`src/rtl/dbus_pkg.sv`:
```
// Shared types and constants for the MEM-stage data-bus access controller.
// Contents: access-type and bus-size encodings, request/response structs,
// address-exception codes, controller state encoding, and the
// strobe_type -> bus size mapping used by the controller.
package dbus_pkg;

    localparam int DBUS_ADDR_W = 32;
    localparam int DBUS_DATA_W = 32;
    localparam int DBUS_STRB_W = DBUS_DATA_W / 8;

    typedef enum logic [1:0] {
        WORD = 2'b00,
        HALF = 2'b01,
        BYTE = 2'b10
    } strobe_type_t;

    typedef enum logic [1:0] {
        MSIZE1 = 2'd0,
        MSIZE2 = 2'd1,
        MSIZE4 = 2'd2
    } msize_t;

    typedef struct packed {
        logic                   valid;
        logic [DBUS_ADDR_W-1:0] addr;
        msize_t                 size;
        logic [DBUS_STRB_W-1:0] strobe;
        logic [DBUS_DATA_W-1:0] data;
    } dbus_req_t;

    typedef struct packed {
        logic                   addr_ok;
        logic                   data_ok;
        logic [DBUS_DATA_W-1:0] data;
    } dbus_resp_t;

    localparam logic [4:0] EXC_ADEL = 5'd4;
    localparam logic [4:0] EXC_ADES = 5'd5;

    typedef enum logic [1:0] {
        S_IDLE = 2'd0,
        S_REQ  = 2'd1,
        S_WAIT = 2'd2,
        S_DONE = 2'd3
    } dbus_state_t;

    // The unused 2'b11 encoding is treated as a byte access.
    function automatic msize_t size_of(input logic [1:0] st);
        case (st)
            2'b00:   return MSIZE4;
            2'b01:   return MSIZE2;
            default: return MSIZE1;
        endcase
    endfunction

endpackage

```
`src/rtl/dbus_access_ctrl_if.sv`:
```
// Data-bus request/response bundle between the MEM-stage controller and
// the memory side.
// master: drives dreq_* (valid, addr, size, strobe, data), receives
//         dresp_* (addr_ok, data_ok, data).
// slave : the memory side, opposite directions.
interface dbus_access_ctrl_if #(
    parameter int ADDR_W = 32,
    parameter int DATA_W = 32
);
    logic                  dreq_valid;
    logic [ADDR_W-1:0]     dreq_addr;
    logic [1:0]            dreq_size;
    logic [DATA_W/8-1:0]   dreq_strobe;
    logic [DATA_W-1:0]     dreq_data;
    logic                  dresp_addr_ok;
    logic                  dresp_data_ok;
    logic [DATA_W-1:0]     dresp_data;

    modport master (
        output dreq_valid, dreq_addr, dreq_size, dreq_strobe, dreq_data,
        input  dresp_addr_ok, dresp_data_ok, dresp_data
    );

    modport slave (
        input  dreq_valid, dreq_addr, dreq_size, dreq_strobe, dreq_data,
        output dresp_addr_ok, dresp_data_ok, dresp_data
    );
endinterface

```
`src/rtl/dbus_align_check.sv`:
```
// Combinational misalignment detector for load/store addresses.
// Only built when DBUS_ADDR_EXC_EN is defined; otherwise this file is empty.
// Ports: strobe_type (00 word, 01 half, 10/11 byte), addr_lo (addr[1:0]),
//        misaligned (1 = half on odd address or word not 4-byte aligned).
`ifdef DBUS_ADDR_EXC_EN
module dbus_align_check
    import dbus_pkg::*;
(
    input  logic [1:0] strobe_type,
    input  logic [1:0] addr_lo,
    output logic       misaligned
);
    always_comb begin
        misaligned = 1'b0;
        if (strobe_type == WORD) begin
            misaligned = (addr_lo != 2'b00);
        end else if (strobe_type == HALF) begin
            misaligned = addr_lo[0];
        end
    end
endmodule
`endif

```
`src/rtl/dbus_access_ctrl.sv`:
```
// MEM-stage data-bus access controller. Captures one load/store from the
// store aligner, issues a single request on the data bus (valid/addr_ok/
// data_ok), stalls MEM until the access completes and holds the raw read
// word until the pipeline advances. A flush during an issued access lets
// the bus transaction finish but discards its result.
// Optional feature macro: DBUS_ADDR_EXC_EN (misaligned address exceptions).
// Ports: clk, resetn (async active-low); MEM side mem_valid, mem_write,
//        strobe_type, addr, wstrobe, wdata, flush, mem_advance; results
//        stall, rdata, rdata_valid, exc_valid, exc_code; bus interface
//        dbus (master modport).
//
// state  | meaning
// S_IDLE | no access; capture on mem_valid && !flush
// S_REQ  | request on the bus, waiting for addr_ok
// S_WAIT | request accepted, waiting for data_ok
// S_DONE | result (or exception) held until mem_advance/flush
module dbus_access_ctrl
    import dbus_pkg::*;
#(
    parameter int ADDR_W = DBUS_ADDR_W,
    parameter int DATA_W = DBUS_DATA_W
) (
    input  logic                clk,
    input  logic                resetn,
    input  logic                mem_valid,
    input  logic                mem_write,
    input  logic [1:0]          strobe_type,
    input  logic [ADDR_W-1:0]   addr,
    input  logic [DATA_W/8-1:0] wstrobe,
    input  logic [DATA_W-1:0]   wdata,
    input  logic                flush,
    input  logic                mem_advance,
    output logic                stall,
    output logic [DATA_W-1:0]   rdata,
    output logic                rdata_valid,
    output logic                exc_valid,
    output logic [4:0]          exc_code,
    dbus_access_ctrl_if.master  dbus
);
    localparam int STRB_W = DATA_W / 8;

    dbus_state_t        state_q,       state_d;
    logic               discard_q,     discard_d;
    logic               dreq_valid_q,  dreq_valid_d;
    logic [ADDR_W-1:0]  dreq_addr_q,   dreq_addr_d;
    msize_t             dreq_size_q,   dreq_size_d;
    logic [STRB_W-1:0]  dreq_strobe_q, dreq_strobe_d;
    logic [DATA_W-1:0]  dreq_data_q,   dreq_data_d;
    logic [DATA_W-1:0]  rdata_q,       rdata_d;
    logic               rdata_valid_q, rdata_valid_d;
    logic               exc_valid_q,   exc_valid_d;
    logic [4:0]         exc_code_q,    exc_code_d;

    logic misaligned;
    logic resp_done;

`ifdef DBUS_ADDR_EXC_EN
    dbus_align_check u_align_check (
        .strobe_type (strobe_type),
        .addr_lo     (addr[1:0]),
        .misaligned  (misaligned)
    );
`else
    assign misaligned = 1'b0;
`endif

    // Response completes the outstanding access: either both handshakes in
    // the same REQ cycle, or data_ok after acceptance.
    assign resp_done = ((state_q == S_REQ) && dbus.dresp_addr_ok && dbus.dresp_data_ok) ||
                       ((state_q == S_WAIT) && dbus.dresp_data_ok);

    always_comb begin
        state_d       = state_q;
        discard_d     = discard_q;
        dreq_valid_d  = dreq_valid_q;
        dreq_addr_d   = dreq_addr_q;
        dreq_size_d   = dreq_size_q;
        dreq_strobe_d = dreq_strobe_q;
        dreq_data_d   = dreq_data_q;
        rdata_d       = rdata_q;
        rdata_valid_d = rdata_valid_q;
        exc_valid_d   = exc_valid_q;
        exc_code_d    = exc_code_q;

        case (state_q)
            S_IDLE: begin
                if (mem_valid && !flush) begin
                    if (misaligned) begin
                        state_d       = S_DONE;
                        rdata_d       = '0;
                        rdata_valid_d = 1'b1;
                        exc_valid_d   = 1'b1;
                        exc_code_d    = mem_write ? EXC_ADES : EXC_ADEL;
                    end else begin
                        state_d       = S_REQ;
                        dreq_valid_d  = 1'b1;
                        dreq_addr_d   = addr;
                        dreq_size_d   = size_of(strobe_type);
                        dreq_strobe_d = mem_write ? wstrobe : '0;
                        dreq_data_d   = wdata;
                    end
                end
            end
            S_REQ: begin
                if (flush) discard_d = 1'b1;
                if (dbus.dresp_addr_ok) begin
                    dreq_valid_d = 1'b0;
                    state_d      = S_WAIT;
                end
            end
            S_WAIT: begin
                if (flush) discard_d = 1'b1;
            end
            S_DONE: begin
                if (mem_advance || flush) begin
                    state_d       = S_IDLE;
                    rdata_valid_d = 1'b0;
                    exc_valid_d   = 1'b0;
                    exc_code_d    = 5'd0;
                end
            end
            default: state_d = S_IDLE;
        endcase

        // A flush arriving with data_ok squashes the result as well.
        if (resp_done) begin
            if (discard_q || flush) begin
                state_d   = S_IDLE;
                discard_d = 1'b0;
            end else begin
                state_d       = S_DONE;
                rdata_d       = dbus.dresp_data;
                rdata_valid_d = 1'b1;
            end
        end
    end

    always_ff @(posedge clk or negedge resetn) begin
        if (!resetn) begin
            state_q       <= S_IDLE;
            discard_q     <= 1'b0;
            dreq_valid_q  <= 1'b0;
            dreq_addr_q   <= '0;
            dreq_size_q   <= MSIZE1;
            dreq_strobe_q <= '0;
            dreq_data_q   <= '0;
            rdata_q       <= '0;
            rdata_valid_q <= 1'b0;
            exc_valid_q   <= 1'b0;
            exc_code_q    <= 5'd0;
        end else begin
            state_q       <= state_d;
            discard_q     <= discard_d;
            dreq_valid_q  <= dreq_valid_d;
            dreq_addr_q   <= dreq_addr_d;
            dreq_size_q   <= dreq_size_d;
            dreq_strobe_q <= dreq_strobe_d;
            dreq_data_q   <= dreq_data_d;
            rdata_q       <= rdata_d;
            rdata_valid_q <= rdata_valid_d;
            exc_valid_q   <= exc_valid_d;
            exc_code_q    <= exc_code_d;
        end
    end

    // IDLE stall follows mem_valid combinationally so capture and stall
    // happen in the same cycle; gated by resetn so reset forces it low.
    assign stall = resetn && ((state_q == S_REQ) || (state_q == S_WAIT) ||
                              ((state_q == S_IDLE) && mem_valid));

    assign rdata            = rdata_q;
    assign rdata_valid      = rdata_valid_q;
    assign exc_valid        = exc_valid_q;
    assign exc_code         = exc_code_q;
    assign dbus.dreq_valid  = dreq_valid_q;
    assign dbus.dreq_addr   = dreq_addr_q;
    assign dbus.dreq_size   = dreq_size_q;
    assign dbus.dreq_strobe = dreq_strobe_q;
    assign dbus.dreq_data   = dreq_data_q;

endmodule

```
`src/flat_wrapper.sv`:
```
// flat-port wrapper written by rule: the top's interface ports become plain ports
module dbus_access_ctrl_flat import dbus_pkg::*;
#(
    parameter int ADDR_W = DBUS_ADDR_W,
    parameter int DATA_W = DBUS_DATA_W
)
  (clk, resetn, mem_valid, mem_write, strobe_type, addr, wstrobe, wdata, flush, mem_advance, stall, rdata, rdata_valid, exc_valid, exc_code, dbus_dreq_valid, dbus_dreq_addr, dbus_dreq_size, dbus_dreq_strobe, dbus_dreq_data, dbus_dresp_addr_ok, dbus_dresp_data_ok, dbus_dresp_data);
  dbus_access_ctrl_if #(.ADDR_W(ADDR_W), .DATA_W(DATA_W)) dbus_i ();
  input  logic clk;
  input  logic resetn;
  input  logic mem_valid;
  input  logic mem_write;
  input  logic [1:0] strobe_type;
  input  logic [ADDR_W-1:0] addr;
  input  logic [DATA_W/8-1:0] wstrobe;
  input  logic [DATA_W-1:0] wdata;
  input  logic flush;
  input  logic mem_advance;
  output logic stall;
  output logic [DATA_W-1:0] rdata;
  output logic rdata_valid;
  output logic exc_valid;
  output logic [4:0] exc_code;
  output wire logic [$bits(dbus_i.dreq_valid)-1:0] dbus_dreq_valid;
  output wire logic [$bits(dbus_i.dreq_addr)-1:0] dbus_dreq_addr;
  output wire logic [$bits(dbus_i.dreq_size)-1:0] dbus_dreq_size;
  output wire logic [$bits(dbus_i.dreq_strobe)-1:0] dbus_dreq_strobe;
  output wire logic [$bits(dbus_i.dreq_data)-1:0] dbus_dreq_data;
  input wire logic [$bits(dbus_i.dresp_addr_ok)-1:0] dbus_dresp_addr_ok;
  input wire logic [$bits(dbus_i.dresp_data_ok)-1:0] dbus_dresp_data_ok;
  input wire logic [$bits(dbus_i.dresp_data)-1:0] dbus_dresp_data;
  assign dbus_dreq_valid = dbus_i.dreq_valid;
  assign dbus_dreq_addr = dbus_i.dreq_addr;
  assign dbus_dreq_size = dbus_i.dreq_size;
  assign dbus_dreq_strobe = dbus_i.dreq_strobe;
  assign dbus_dreq_data = dbus_i.dreq_data;
  assign dbus_i.dresp_addr_ok = dbus_dresp_addr_ok;
  assign dbus_i.dresp_data_ok = dbus_dresp_data_ok;
  assign dbus_i.dresp_data = dbus_dresp_data;
  dbus_access_ctrl #(.ADDR_W(ADDR_W), .DATA_W(DATA_W)) u_core (.clk(clk), .resetn(resetn), .mem_valid(mem_valid), .mem_write(mem_write), .strobe_type(strobe_type), .addr(addr), .wstrobe(wstrobe), .wdata(wdata), .flush(flush), .mem_advance(mem_advance), .stall(stall), .rdata(rdata), .rdata_valid(rdata_valid), .exc_valid(exc_valid), .exc_code(exc_code), .dbus(dbus_i));
endmodule
```
`config.mk`:
```
export PLATFORM = sky130hd
export DESIGN_NAME = dbus_access_ctrl_flat
export DESIGN_NICKNAME = d
export VERILOG_FILES = /design/src/rtl/dbus_pkg.sv /design/src/rtl/dbus_access_ctrl_if.sv /design/src/rtl/dbus_align_check.sv /design/src/rtl/dbus_access_ctrl.sv /design/src/flat_wrapper.sv
export SDC_FILE = /design/constraint.sdc
export NUM_CORES = 1
export LEC_CHECK = 0
export ABC_AREA = 1
export CORE_ASPECT_RATIO = 2
export CORE_MARGIN = 5
export CORE_UTILIZATION = 35
export DETAILED_ROUTE_END_ITERATION = 16
export DONT_BUFFER_PORTS = 1
export GPL_ROUTABILITY_DRIVEN = 0
export PLACE_DENSITY = 0.51
export SLEW_MARGIN = 20
export SYNTH_ARGS = -nofsm -noshare
export SYNTH_HDL_FRONTEND = slang
export SYNTH_HIERARCHICAL = 1
export SYNTH_SLANG_ARGS = --single-unit
```
`constraint.sdc`:
```
create_clock -name clk -period 1.5 [get_ports clk]
set_input_delay 0.3 -clock clk [delete_from_list [all_inputs] [get_ports clk]]
set_output_delay 0.3 -clock clk [all_outputs]
set_load 0.05 [all_outputs]
```
==> out/qor.yml, run 1 <==
cells_and_area:
  fin_nets: 642
  fin_cells: 679
  utilization_pct: 48.8
  final.fill_count: 1153
  drive_above_1_share_pct: 28.9
  num_antenna_cells: 0
  syn_to_final_growth_pct: 36.9
worst_setup_path:
  startpoint_type: "flop"
  crit_type: "flop to output pin"
  crit_path_end_kind: "output pin"
  worstPathMaxFanout: 2
  timing.critical_path.slowest_cell_delay_ns: 0.37
  worstPathRequired_ns: 1.20
  crit_family: "flip-flops"
  critPathSlowestCell: "dfrtp_1"
  crit_chain: "inv_2, ha_4, a21oi_2, nor2_4"
  path_buf_inv: 1
  arrival_ns: 1.36
route:
  routed_via_density: 4.95
  drtAntennaViolNets: 0
  dr_wl_met3_mm: 1.47
  wl_met1_mm: 4.44
  route.detailed.drc: 0
  wl_mm: 13.7
  dr.pass1.iters: 4
  highest_layer: "met4"
  wl_met2_mm: 7.53
  vias: 3361
  wl_per_cell_um: 20.2
  drt-initial-drc-count: 97
clock_tree:
  cts_sinks: 107
  clockRootBuffer: "clkbuf_16"
  cts_buffer_depth: 2
  cts_tree: "built"
  clk_pin_slew_worst_paths_ns: 0.08
  clk_latency_ns: 0.34
  ctsHtreeMaxLevel: 3
  cts_buffers: 9
grt:
  grt_pass1_vias: 3362
  grt_pass1_wl_mm: 17.5
  overflow: 0
  grt_max_degree: 109
  grt_usage_pct: 15.1
  antenna_found_initial: 0
synth:
  synth_area_leaders: "dfrtp_1 (62%), nand2_1 (22%), inv_1 (3.2%), o21ai_1 (3.1%), buf_2 (1.6%)"
  yosysSeqAreaShare_pct: 61.9
  synth-simple-area-share_pct: 23.5
  ys_ff_latch: 107
  avgSynthCellArea_um2: 8.86
  synthCells: 488
  synthMuxAreaShare_pct: 0
  synth_top_area_share_pct: 61.9
  synth.distinct_cells: 21
  yosys.area_share.adder_pct: 1.45
  synth_area_leader_cell: "dfrtp_1"
  synth_top_family_by_area: "simple AND/OR/NAND/NOR gates"
  synth_warnings: 6
  syn_area_mm2: 0.00432
  synth_compound_area_share_pct: 5.41
  synth-xor-area-share_pct: 0
place:
  dp_cells: 627
  io_buffers: 0
  dpl.hpwl_mm: 7.73
timing:
  final.period_utilization_pct: 110
  fin_crit_ns: 1.66
  slew_headroom_pct: 61.6
  grt_setup_unrepaired: "true"
  postLayoutSetupSlackWorst_ns: -0.157
  skew_ns: 0.0137
  worst_slew_pin_slew_ns: 0.575
  drv_slew: 0
  whs_ns: -0.355
  timing.fmax_ghz: 0.604
  finalSetupViolCount: 103
  setup_tns_ns: -4.42
  hold_violations: 107
flow_run:
  drv_cap: 0
floorplanning:
  fp.dieH_um: 167
  core_area_mm2: 0.0121
  initial_core_util_pct: 35.7
  die_w_um: 88.6
  dieArea_mm2: 0.0148
  ios: 221
  std_cell_rows: 57
run_status:
  status: "finished, violations left"
  violations: "hold timing, setup timing"
min_path:
  hp-class: "input port to async pin"
pwr:
  ir_drop_mv: 1.48
  p_per_area_mw_per_mm2: 2780
  p_leak_nw: 3.09
sequential cells by signal, summed over array words and instances (netlist names):
| register | flops |
|---|---|
| u_core/dbus.dreq_addr | 32 |
| u_core/discard_q | 1 |
| u_core/dbus.dreq_valid | 1 |
| u_core/rdata | 32 |
| u_core/dbus.dreq_size | 2 |
| u_core/rdata_valid | 1 |
| u_core/dbus.dreq_data | 32 |
| u_core/dbus.dreq_strobe | 4 |
| u_core/state_q | 2 |
per-stage QoR:
stage	worst slack, ns	hold WS [ns]	power, W	area (µm²)
2_1_floorplan	0.0741	0.00441	0.0116	4350
3_3_place_gp	0.0134	0.00696	0.0125	4500
3_5_place_dp	-0.0365	0.00701	0.0126	4500
4_1_cts	-0.187	-0.370	0.0152	5070
5_1_grt	-0.210	-0.383	0.0173	5920
6_report	-0.157	-0.355	0.0164	5920
cell usage after synthesis:
| cell | number |
|---|---|
| nand2_1 | 252 |
| dfrtp_1 | 107 |
| inv_1 | 37 |
| o21ai_1 | 27 |
| buf_2 | 14 |
| o21ai_0 | 10 |
| buf_4 | 8 |
| ha_1 | 5 |
| buf_6 | 4 |
| nor2_1 | 4 |
| a21oi_1 | 3 |
| nand3_1 | 3 |
| o21ai_2 | 3 |
| inv_2 | 2 |
| nand2_2 | 2 |
| nand3_2 | 2 |
| clkbuf_1 | 1 |
| clkbuf_2 | 1 |
| conb_1 | 1 |
| nand3b_1 | 1 |
| o31ai_1 | 1 |
area by class of cell:
| class | count | area, µm² | share of cell area, % |
|---|---|---|---|
| clock buffer | 12 | 256 | 4.33 |
| clock inverter | 4 | 33.8 | 0.571 |
| inverter | 39 | 165 | 2.79 |
| multi-input combinational | 319 | 1740 | 29.5 |
| sequential | 107 | 2680 | 45.2 |
| tap | 147 | 184 | 3.11 |
| timing repair buffer | 51 | 858 | 14.5 |
worst paths after layout:
kind,startpoint,endpoint,slack [ns],cells after the start
hold reg to reg,u_core/discard_q$_DFF_PN0_,u_core/discard_q$_DFF_PN0_,0.59,2
min in group clk,strobe_type[0],u_core/dbus.dreq_size[1]$_DFFE_PN0P_,0.04,1
max in group asynchronous,resetn,u_core/dbus.dreq_addr[23]$_DFFE_PN0P_,1.73,0
setup / recovery,u_core/state_q[0]$_DFFE_PN0P_,stall,-0.16,4
hold / removal,resetn,u_core/dbus.dreq_valid$_DFFE_PN0P_,-0.35,0
setup reg to reg,u_core/state_q[1]$_DFFE_PN0P_,u_core/rdata[16]$_DFFE_PN0P_,-0.08,10
layer usage:
layer	GRT usage (%)	vias to the layer above
met2	26.2	173
li1	-	1550
met1	15.6	1622
met5	0	-
met3	7.42	16
met4	4.80	0
cell usage in the layout (no fill, tap or decap):
cell,count
nand2_1,204
dfrtp_1,107
inv_1,34
nand2_4,27
o21ai_2,24
nand2_2,23
clkbuf_16,21
o21ai_1,15
buf_4,14
buf_12,9
buf_6,8
conb_1,6
buf_16,5
buf_8,3
inv_2,3
nor2_1,3
ha_4,3
clkinv_4,2
clkbuf_8,2
nand3_4,2
a21oi_1,2
nand3_1,2
ha_1,2
clkbuf_1,1
clkinvlp_4,1
inv_6,1
a21oi_2,1
nor2_4,1
inv_4,1
o21ai_0,1
inv_16,1
nand3_2,1
o31ai_2,1
nand3b_1,1
where the power goes:
part | internal [W] | switching [W] | leakage (nW)
clock | 0.00123 | 0.00107 | 0.139
sequential | 0.00417 | 0.00608 | 1.34
combinational | 0.00200 | 0.00190 | 1.62
total | 0.00740 | 0.00905 | 3.09
cells by family after synthesis:
group / count (synthesis)
adders and majority gates: 5
DFF: 107
and+or+nand+nor: 264
AOI/OAI and AO/OA: 44
other: 1
buffers and inverters: 67
repair_timing:
item,in CTS,in global routing
resized for setup,23,127
endpoints found under the hold margin,107,107
cloned,5,19
endpoints found under the setup margin,66,96
pin swaps,2,14
buffers inserted,7,8
Note: power is estimated with default switching activity, not from simulation.
==> run 2: changes to the inputs <==
- PLACE_DENSITY: 0.51 -> 0.49
- SLEW_MARGIN: 20 -> default
- clock period: 1.5 -> 1.7 ns (I/O delays scaled with it)
==> out/qor.yml, run 2 (same netlist as run 1, synthesis figures left out) <==
worst_setup_path:
  crit_path_end_kind: "output pin"
  worstPathMaxFanout: 3  # +1
  worstPathRequired_ns: 1.36  # +0.16 ns
  startpoint_type: "flop"
  crit_family: "flip-flops"
  crit_chain: "inv_2, ha_4, a21oi_2, nor2_2, buf_6"
  critPathSlowestCell: "dfrtp_1"
  arrival_ns: 1.36  # about the same
  path_buf_inv: 2  # +1
  crit_type: "flop to output pin"
  timing.critical_path.slowest_cell_delay_ns: 0.40  # +0.03 ns
cells_and_area:
  drive_above_1_share_pct: 7.94  # -21 points
  final_area_mm2: 0.00483  # -18%
  num_antenna_cells: 0  # unchanged
  syn_to_final_growth_pct: 11.8
  fin_nets: 602  # -6.2%
  layout_commonest_cell: "nand2_1"
  layout_common_cells: "nand2_1 (252), dfrtp_1 (107), inv_1 (35), o21ai_1 (27)"
  fin_cells: 638  # -6.0%
  final.fill_count: 1265  # +9.7%
floorplanning:
  ios: 221  # unchanged
  die_w_um: 88.6  # unchanged
  core_area_mm2: 0.0121  # unchanged
  fp.dieH_um: 167  # unchanged
  dieArea_mm2: 0.0148  # unchanged
  std_cell_rows: 57  # unchanged
  initial_core_util_pct: 35.7  # unchanged
route:
  drt-initial-drc-count: 113  # +16%
  route.detailed.drc: 0  # unchanged
  vias: 3027  # -9.9%
  drtAntennaViolNets: 0  # unchanged
  wl_per_cell_um: 17.4  # -14%
  wl_mm: 11.1  # -19%
  dr.pass1.iters: 4  # unchanged
  routed_via_density: 4.74  # -4.1%
timing:
  whs_ns: -0.308  # +0.0464 ns
  postLayoutSetupSlackWorst_ns: -0.000884  # +0.156 ns
  grt_setup_unrepaired: "true"
  fin_crit_ns: 1.70
  drv_slew: 0  # unchanged
  slew_headroom_pct: 63.9  # +2.3 points
  timing.fmax_ghz: 0.588
  skew_ns: 0.00678  # -0.00692 ns
  final.period_utilization_pct: 100
  hold_violations: 107  # unchanged
  worst_slew_pin_slew_ns: 0.541  # -0.0344 ns
  finalSetupViolCount: 1  # -99%
clock_tree:
  cts_buffers: 9  # unchanged
  clk_pin_slew_worst_paths_ns: 0.07  # about the same
  ctsHtreeMaxLevel: 3  # unchanged
  cts_tree: "built"
  clockRootBuffer: "clkbuf_16"
  cts_buffer_depth: 2  # unchanged
  clk_latency_ns: 0.34  # about the same
  cts_sinks: 107  # unchanged
place:
  dp_cells: 618  # -1.4%
  placed_area_mm2: 0.00444  # -1.3%
  dpl.hpwl_mm: 7.90  # +2.1%
  io_buffers: 0  # unchanged
flow_run:
  drv_cap: 0  # unchanged
grt:
  grt_max_degree: 109  # unchanged
  grt_pass1_wl_mm: 16.5  # -5.7%
  overflow: 0  # unchanged
  grt_pass1_vias: 3069  # -8.7%
  grt_usage_pct: 14.4  # -0.72 points
  antenna_found_initial: 0  # unchanged
min_path:
  hp-class: "input port to async pin"
run_status:
  violations: "hold timing, setup timing"
  status: "finished, violations left"
==> run 2: cell count changes in the layout (fill, tap and decap cells not counted), moves of 7 or more <==
cell	before	now
o21ai_0	1	10
nand2_4	27	0
o21ai_1	15	27
buf_4	14	5
buf_6	8	1
nand2_2	23	2
nand2_1	204	252
clkbuf_16	21	10
o21ai_2	24	3
==> run 2: cell type report <==
class	count	area (µm²)	area share (%)
repair buffers	11	154	3.18
well taps	147	184	3.80
flip-flops and latches	107	2680	55.4
multi-input cells	319	1360	28.2
clock buffers	11	233	4.81
clock inverters	4	76.3	1.58
inverters	39	146	3.03
==> run 2: metrics by stage <==
stage	utilization [%]	worst slack, ns	setup TNS, ns
floorplan	-	0.139	0
global placement	36.6	0.139	0
detailed placement	36.6	0.120	0
CTS	39.6	0.00317	0
global route	39.9	-0.0543	-0.0543
finish	39.9	-0.000884	-0.000884
==> run 2: per-layer routing <==
layer | wire (µm) | global-route usage [%] | vias up
met5 | 0 | 0 | -
met4 | 193 | 5.26 | 0
met3 | 1300 | 5.70 | 14
met2 | 6020 | 26.2 | 156
met1 | 3570 | 14.2 | 1406
li1 | - | - | 1451
==> run 2: worst register-to-register path: cells and delay by family (launching register included) <==
kind / cells / cell delay (ns)
AND/OR/NAND/NOR: 4 / 0.37
buffers and inverters: 3 / 0.41
adder cells (fa/ha/maj): 1 / 0.20
AO/OA/AOI/OAI: 1 / 0.08
flip-flops: 1 / 0.40
==> run 2: path summary, 6_finish.rpt <==
| kind | cells after the start | to | slack, ns | start |
|---|---|---|---|---|
| min in group clk | 1 | u_core/discard_q$_DFF_PN0_ | 0.10 | dbus_dresp_data_ok |
| worst max-delay path | 5 | stall | -0.0009 | u_core/state_q[1]$_DFFE_PN0P_ |
| worst max register to register | 9 | u_core/rdata[3]$_DFFE_PN0P_ | 0.12 | u_core/state_q[1]$_DFFE_PN0P_ |
| max in group asynchronous | 0 | u_core/rdata[15]$_DFFE_PN0P_ | 1.82 | resetn |
| worst min-delay path | 0 | u_core/dbus.dreq_data[11]$_DFFE_PN0P_ | -0.31 | resetn |
| worst min register to register | 2 | u_core/discard_q$_DFF_PN0_ | 0.56 | u_core/discard_q$_DFF_PN0_ |
==> run 2: timing repair <==
action / CTS / global route
gates resized for setup: 5 / 2
gates cloned: 0 / 1
pin swaps: 1 / 0
endpoints found under the hold margin: 107 / 107
endpoints found under the setup margin: 1 / 29
buffers inserted: 4 / 0
Power of run 2 is left out: the tool's default activity adds up to more than one toggle a clock period on the data nets, which glitch-free logic cannot reach.
